<file path="src/rtl/mips_pkg.sv">
// mips_pkg: shared definitions for the memory loader.
//   - state_t       : loader FSM states (CHECK/ERROR only with LOADER_CHECKSUM_EN)
//   - ADDR_W_DEF    : default memory address width
//   - MAX_WORDS_DEF : default per-phase length cap
//   - sat_len()     : clamp a requested length to the cap
//   - is_load_state(): states in which the host stream is accepted
// Optional feature macro: LOADER_CHECKSUM_EN
package mips_pkg;

   localparam int ADDR_W_DEF    = 7;
   localparam int MAX_WORDS_DEF = 128;

`ifdef LOADER_CHECKSUM_EN
   typedef enum logic [2:0] {
      ST_IDLE   = 3'd0,
      ST_LOAD_I = 3'd1,
      ST_LOAD_D = 3'd2,
      ST_CHECK  = 3'd3,
      ST_RUN    = 3'd4,
      ST_ERROR  = 3'd5
   } state_t;
`else
   typedef enum logic [2:0] {
      ST_IDLE   = 3'd0,
      ST_LOAD_I = 3'd1,
      ST_LOAD_D = 3'd2,
      ST_RUN    = 3'd4
   } state_t;
`endif

   function automatic logic [8:0] sat_len(input logic [7:0] len, input int max_words);
      if (int'({24'd0, len}) > max_words) return 9'(max_words);
      return {1'b0, len};
   endfunction

   function automatic logic is_load_state(input state_t s);
      logic r;
      r = (s == ST_LOAD_I) || (s == ST_LOAD_D);
`ifdef LOADER_CHECKSUM_EN
      r = r || (s == ST_CHECK);
`endif
      return r;
   endfunction

endpackage

</file>
<file path="src/rtl/load_addr_ctr.sv">
// load_addr_ctr: per-phase word counter for the loader.
//   clk, reset : clock, async active-high reset
//   clr, len   : restart a phase with length len (saturated to MAX_WORDS)
//   inc        : one word transferred
//   idx        : current word index (starts at 0, never wraps)
//   last       : the next transfer is the final one of the phase
// Remaining words are kept as a down-counter; the index runs alongside.
module load_addr_ctr
   import mips_pkg::*;
#(
   parameter int ADDR_W    = ADDR_W_DEF,
   parameter int MAX_WORDS = MAX_WORDS_DEF
) (
   input  logic              clk,
   input  logic              reset,
   input  logic              clr,
   input  logic [7:0]        len,
   input  logic              inc,
   output logic [ADDR_W-1:0] idx,
   output logic              last
);

   logic [8:0]        rem_q, rem_d;
   logic [ADDR_W-1:0] idx_q, idx_d;

   always_comb begin
      rem_d = rem_q;
      idx_d = idx_q;
      if (clr) begin
         rem_d = sat_len(len, MAX_WORDS);
         idx_d = '0;
      end else if (inc && (rem_q != 9'd0)) begin
         rem_d = rem_q - 9'd1;
         // hold at the top address instead of wrapping to 0
         if (idx_q != ADDR_W'(MAX_WORDS - 1)) idx_d = idx_q + 1'b1;
      end
   end

   always_ff @(posedge clk or posedge reset) begin
      if (reset) begin
         rem_q <= '0;
         idx_q <= '0;
      end else begin
         rem_q <= rem_d;
         idx_q <= idx_d;
      end
   end

   assign idx  = idx_q;
   assign last = (rem_q == 9'd1);

endmodule

</file>
<file path="src/rtl/mem_load_ctrl.sv">
// mem_load_ctrl: loads instruction and data memories from a host word
// stream, then enables the processor.
//   clk, reset                       : clock, async active-high reset
//   start, i_len, d_len              : load request and phase lengths
//   host_valid, host_word/host_ready : host stream handshake
//   halt                             : return from RUN to IDLE
//   instruction/instructionAddress/instr_we : instruction memory write port
//   data/dataAddress/writeEnable            : data memory write port
//   cpu_run, busy, load_err          : status
// Optional feature macro: LOADER_CHECKSUM_EN (checksum word after the load)
//
// state   | meaning
// IDLE    | waiting for start
// LOAD_I  | streaming words into instruction memory
// LOAD_D  | streaming words into data memory
// CHECK   | waiting for the checksum word (macro only)
// RUN     | processor enabled
// ERROR   | checksum mismatch, load_err high (macro only)
module mem_load_ctrl
   import mips_pkg::*;
#(
   parameter int ADDR_W    = ADDR_W_DEF,
   parameter int MAX_WORDS = MAX_WORDS_DEF
) (
   input  logic              clk,
   input  logic              reset,
   input  logic              start,
   input  logic [7:0]        i_len,
   input  logic [7:0]        d_len,
   input  logic              host_valid,
   input  logic [31:0]       host_word,
   output logic              host_ready,
   input  logic              halt,
   output logic [31:0]       instruction,
   output logic [ADDR_W-1:0] instructionAddress,
   output logic              instr_we,
   output logic [31:0]       data,
   output logic [ADDR_W-1:0] dataAddress,
   output logic              writeEnable,
   output logic              cpu_run,
   output logic              busy,
   output logic              load_err
);

`ifdef LOADER_CHECKSUM_EN
   localparam state_t ST_POST = ST_CHECK;
`else
   localparam state_t ST_POST = ST_RUN;
`endif

   state_t            state_q, state_d;
   logic [7:0]        d_len_q, d_len_d;
   logic              instr_we_q, instr_we_d;
   logic [31:0]       instruction_q, instruction_d;
   logic [ADDR_W-1:0] iaddr_q, iaddr_d;
   logic              we_q, we_d;
   logic [31:0]       data_q, data_d;
   logic [ADDR_W-1:0] daddr_q, daddr_d;
   logic              cpu_run_q, cpu_run_d;
   logic              busy_q, busy_d;
`ifdef LOADER_CHECKSUM_EN
   logic [31:0]       sum_q, sum_d;
   logic              load_err_q, load_err_d;
`endif

   logic              accept, xfer;
   logic              ctr_clr, ctr_inc, ctr_last;
   logic [7:0]        ctr_len;
   logic [ADDR_W-1:0] ctr_idx;

   load_addr_ctr #(.ADDR_W(ADDR_W), .MAX_WORDS(MAX_WORDS)) u_ctr (
      .clk   (clk),
      .reset (reset),
      .clr   (ctr_clr),
      .len   (ctr_len),
      .inc   (ctr_inc),
      .idx   (ctr_idx),
      .last  (ctr_last)
   );

   assign host_ready = is_load_state(state_q);

   always_comb begin
      state_d       = state_q;
      d_len_d       = d_len_q;
      instr_we_d    = 1'b0;
      instruction_d = instruction_q;
      iaddr_d       = iaddr_q;
      we_d          = 1'b0;
      data_d        = data_q;
      daddr_d       = daddr_q;
      ctr_clr       = 1'b0;
      ctr_inc       = 1'b0;
      ctr_len       = d_len_q;
      accept        = (state_q == ST_IDLE);
`ifdef LOADER_CHECKSUM_EN
      sum_d         = sum_q;
      // a new start also clears a checksum failure
      if (state_q == ST_ERROR) accept = 1'b1;
`endif
      accept        = accept && start;
      xfer          = host_valid && host_ready;

      if (accept) begin
         d_len_d = d_len;
         ctr_clr = 1'b1;
`ifdef LOADER_CHECKSUM_EN
         sum_d   = '0;
`endif
         if (i_len != 8'd0) begin
            ctr_len = i_len;
            state_d = ST_LOAD_I;
         end else if (d_len != 8'd0) begin
            ctr_len = d_len;
            state_d = ST_LOAD_D;
         end else begin
            state_d = ST_POST;
         end
      end else begin
         case (state_q)
            ST_LOAD_I: if (xfer) begin
               instr_we_d    = 1'b1;
               instruction_d = host_word;
               iaddr_d       = ctr_idx;
               ctr_inc       = 1'b1;
`ifdef LOADER_CHECKSUM_EN
               sum_d         = sum_q + host_word;
`endif
               if (ctr_last) begin
                  ctr_clr = 1'b1;
                  state_d = (d_len_q != 8'd0) ? ST_LOAD_D : ST_POST;
               end
            end
            ST_LOAD_D: if (xfer) begin
               we_d    = 1'b1;
               data_d  = host_word;
               daddr_d = ctr_idx;
               ctr_inc = 1'b1;
`ifdef LOADER_CHECKSUM_EN
               sum_d   = sum_q + host_word;
`endif
               if (ctr_last) state_d = ST_POST;
            end
`ifdef LOADER_CHECKSUM_EN
            ST_CHECK: if (xfer) state_d = (host_word == sum_q) ? ST_RUN : ST_ERROR;
`endif
            ST_RUN: if (halt) state_d = ST_IDLE;
            default: ;
         endcase
      end

      // cpu_run lags entry into RUN by one cycle so it follows the last strobe
      cpu_run_d  = (state_q == ST_RUN) && (state_d == ST_RUN);
      busy_d     = is_load_state(state_d);
`ifdef LOADER_CHECKSUM_EN
      load_err_d = (state_d == ST_ERROR);
`endif
   end

   always_ff @(posedge clk or posedge reset) begin
      if (reset) begin
         state_q       <= ST_IDLE;
         d_len_q       <= '0;
         instr_we_q    <= 1'b0;
         instruction_q <= '0;
         iaddr_q       <= '0;
         we_q          <= 1'b0;
         data_q        <= '0;
         daddr_q       <= '0;
         cpu_run_q     <= 1'b0;
         busy_q        <= 1'b0;
`ifdef LOADER_CHECKSUM_EN
         sum_q         <= '0;
         load_err_q    <= 1'b0;
`endif
      end else begin
         state_q       <= state_d;
         d_len_q       <= d_len_d;
         instr_we_q    <= instr_we_d;
         instruction_q <= instruction_d;
         iaddr_q       <= iaddr_d;
         we_q          <= we_d;
         data_q        <= data_d;
         daddr_q       <= daddr_d;
         cpu_run_q     <= cpu_run_d;
         busy_q        <= busy_d;
`ifdef LOADER_CHECKSUM_EN
         sum_q         <= sum_d;
         load_err_q    <= load_err_d;
`endif
      end
   end

   assign instr_we           = instr_we_q;
   assign instruction        = instruction_q;
   assign instructionAddress = iaddr_q;
   assign writeEnable        = we_q;
   assign data               = data_q;
   assign dataAddress        = daddr_q;
   assign cpu_run            = cpu_run_q;
   assign busy               = busy_q;
`ifdef LOADER_CHECKSUM_EN
   assign load_err           = load_err_q;
`else
   assign load_err           = 1'b0;
`endif

endmodule

</file>
<file path="config.mk">
export PLATFORM = sky130hd
export DESIGN_NAME = mem_load_ctrl
export DESIGN_NICKNAME = d
export VERILOG_FILES = /design/src/rtl/mips_pkg.sv /design/src/rtl/load_addr_ctr.sv /design/src/rtl/mem_load_ctrl.sv
export SDC_FILE = /design/constraint.sdc
export NUM_CORES = 1
export LEC_CHECK = 0
export ABC_CLOCK_PERIOD_IN_PS = 4500
export CORE_ASPECT_RATIO = 1.25
export CORE_MARGIN = 10
export CORE_UTILIZATION = 25
export CTS_CLUSTER_DIAMETER = 100
export DETAILED_ROUTE_END_ITERATION = 16
export REMOVE_ABC_BUFFERS = 1
export SLEW_MARGIN = 20
export SYNTH_ARGS = -nofsm -noshare
export SYNTH_HDL_FRONTEND = slang
export SYNTH_SLANG_ARGS = --single-unit
</file>
<file path="constraint.sdc">
create_clock -name clk -period 4.5 [get_ports clk]
set_input_delay 0.9 -clock clk [delete_from_list [all_inputs] [get_ports clk]]
set_output_delay 0.9 -clock clk [all_outputs]
set_load 0.01 [all_outputs]
</file>
==> key figures <==
Run status
  – Status: finished, final reports clean

Die
  – Core Region: about 18000 µm²
  – Row count: 55
  – Die height: 173.2 µm
  – Die area: 24680 µm²
  – Initial Utilization: about 26%
  – Number of placed I/O pins: ~140
  – Die Width: 142.5 µm

Placed design
  – Gpl congestion: 0.8476
  – Placed cell areas: approximately 6300 µm²
  – Dpl hpwl: 9.344 mm
  – Number of port buffers: between 100 and 150
  – Worst slack at placement: approximately 1500 ps

Yosys
  – Post-Syn Instances: about 350
  – Synth area leader: dfrtp_1
  – Post-synthesis sequential area ratio: between 50 and 60%
  – Dominant cells by area after synthesis: dfrtp_1, mux2_2, nand2_1
  – Post-synth top flop: dfrtp_1
  – Synth warn: 0
  – Mean Syn Cell Area: between 10 and 15 µm²
  – #FFs+latches synth: 109
  – Synth top area share: roughly 58%
  – EDFF count, synth: 0
  – Synth Cell Area: about 4700 µm²
  – Async SR Flop Fraction: between 90% and 100%
  – Yosys cell types: 56

Clock tree
  – CTS H-tree depth: 3
  – Num Clock Sinks: 109
  – Maximum root-to-sink buffer count: 2
  – Root Buffer: clkbuf_16
  – Num CTS Buffers: 9
  – Clk Latency, worst-skew pair: between 300 and 400 ps
  – Resized Gates After CTS: 0
  – Post-cts hold buffer count: 0
  – Setup Fix Bufs, Post-CTS: 0
  – Clock transition at path regs: around 70 ps
  – CTS tree: done

Layout
  – Design Area, Final: 6575 µm²
  – Nets: around 550
  – Most frequent cells in the layout: clkdlybuf4s50_1, dfrtp_1, mux2_2
  – Share of cells above drive strength 1: around a quarter
  – Fill count: around 1800
  – N_diodes: 0
  – Area delta synth->final: 40.13%
  – Commonest non-fill, non-tap cell in the layout: clkdlybuf4s50_1
  – Final Core Density: 35.92%

Timing
  – Worst-margin pin slew: 738.6 ps
  – Peak Freq: about 370 MHz
  – Final WS setup: between 1500 and 2000 ps
  – Final Skew: around 12 ps
  – Period utilisation layout: between 50% and 60%
  – Slew Viols, Final: 0
  – Total negative slack: 0 ps
  – # setup viols final: 0
  – Final hold vios: 0
  – Max_slew headroom: between 50 and 60%
  – Min Tclk post-route: ~2700 ps
  – RSZ-0062 raised after global routing: no

Global routing
  – Vias in the first global route: 3736
  – First-pass GRT wire length: 20.79 mm
  – Total track usage: 10.49%
  – Largest net degree at the start of global routing: 83
  – Grt ovf: 0
  – Initial antenna violation count: 0

Power and ir drop
  – Psw: 1.537 mW
  – Switching Fraction: between 30% and 40%
  – Internal: between 2 and 3 mW
  – Clk pwr share: about 17%
  – Final Power: 4.453 mW
  – Sequential fraction of design power: 38.5%
  – Power per cell area: 677.2 nW/µm²
  – Combinational fraction of design power: 44.3%
  – Leak: between 2 and 3 nW
  – Peak supply drop: approximately 320 µV

Setup path
  – Worst Path Required: approximately 3600 ps
  – Crit end category: primary output
  – R2R cell count: 6
  – Setup CP Type: flop to primary output
  – CP max stage cell: clkdlybuf4s50_1
  – Crit Path Max Fanout: 8
  – Worst path bufs/invs: 1
  – Max stage delay on crit path: about 570 ps
  – Worst path depth: 3
  – CP delay by family, top: buffers and inverters
  – CP arrival: between 1500 and 2000 ps
  – Worst path cell trace: xnor2_2 -> nor2_1 -> clkdlybuf4s50_1
  – Critical path launch point type: flop

Detailed routing
  – # DRC: 0
  – Antenna Nets Post-Route: 0
  – Post-DR wirelength/cell: roughly 18 µm
  – Vias: roughly 3400
  – First-pass iteration count of the detailed router: 4
  – DR vias/cell: 4.635
  – Drt total wl: approximately 13 mm
  – DRT iter0 DRCs: between 100 and 150

Min path
  – Worst hold path class: flop to flop
  – WHS Path Cells: 1

Flow run
  – Max-cap violations: 0
-- sequential cells by signal (all words and copies together) (netlist names) --
name / flops
data: 32
instruction: 32
u_ctr.rem_q: 9
d_len_q: 8
dataAddress: 7
instructionAddress: 7
u_ctr.idx: 7
state_q: 3
busy: 1
cpu_run: 1
instr_we: 1
writeEnable: 1
-- routing by layer --
| metal | global-route usage (%) | up-vias | part of all wire (%) |
|---|---|---|---|
| met1 | 11.21 | 1676 | 38 |
| met5 | 0 | - | 0 |
| met3 | 6.250 | 9 | 13 |
| li1 | - | 1536 | - |
| met4 | 2.713 | 0 | 0.79 |
| met2 | 17.13 | 135 | 48 |
-- synthesized netlist by cell type, types with 4 or more instances --
master and n:
dfrtp_1 109, mux2_2 78, nand2_1 33, nor2_1 21, a21oi_1 11, buf_2 9, o21a_1 5, o22ai_1 5
xor2_1 5, ha_1 4, nand3_1 4, nor4_1 4, xnor2_1 4
-- per-stage QoR --
| step | instances | hold slack, ps |
|---|---|---|
| finish | 724 | 507.4 |
| global route | 724 | 523.2 |
| CTS | 724 | 511.8 |
| detailed placement | 708 | 494.8 |
| global placement | 708 | 488.8 |
| floorplan | 340 | 460.1 |
-- worst register-to-register path, cell delays in order (launching register included) --
cell	delay (ps)
dfrtp_1	450
nor4_4	450
nand3_2	210
o21ai_4	500
nand4b_4	250
o22ai_1	220
o21a_1	140
-- power groups by stage --
stage | combinational, mW | clock, mW | sequential (mW)
CTS | 2.02 | 0.798 | 1.72
floorplan | 0.877 | 0 | 1.82
detailed placement | 2.01 | 0 | 1.73
global placement | 1.98 | 0 | 1.71
global route | 2.15 | 0.837 | 1.78
finish | 1.97 | 0.762 | 1.72
-- worst paths after layout --
path	slack (ps)	endpoint	start
setup / recovery	1810	host_ready	state_q[0]$_DFF_PP0_
hold / removal	510	instruction[0]$_DFFE_PP0P_	instruction[0]$_DFFE_PP0P_
min in group asynchronous	1070	data[0]$_DFFE_PP0P_	reset
hold reg to reg	510	instruction[0]$_DFFE_PP0P_	instruction[0]$_DFFE_PP0P_
setup reg to reg	2220	u_ctr.rem_q[4]$_DFFE_PP0P_	u_ctr.rem_q[6]$_DFFE_PP0P_
max in group asynchronous	2560	d_len_q[0]$_DFFE_PP0N_	reset
-- cell type report --
| class | count | area, µm² | share of cell area, % |
|---|---|---|---|
| clock inverters | 7 | 57.56 | 0.8754 |
| inverters | 4 | 20.02 | 0.3045 |
| flip-flops and latches | 109 | 2728 | 41.48 |
| multi-input cells | 227 | 1871 | 28.45 |
| clock buffers | 9 | 225.2 | 3.425 |
| well taps | 228 | 285.3 | 4.339 |
| repair buffers | 140 | 1389 | 21.12 |
-- logic make-up after synthesis --
logic type / after synthesis / synth area share (%)
other: 1 / 0.07992
flip-flops: 109 / 58.13
adder cells (fa/ha/maj): 4 / 1.067
XOR/XNOR: 10 / 2.027
buffers and inverters: 18 / 2.106
multiplexers: 79 / 18.93
AND/OR/NAND/NOR: 89 / 10.35
AO/OA/AOI/OAI: 44 / 7.308
(Power assumes the default switching activity.)
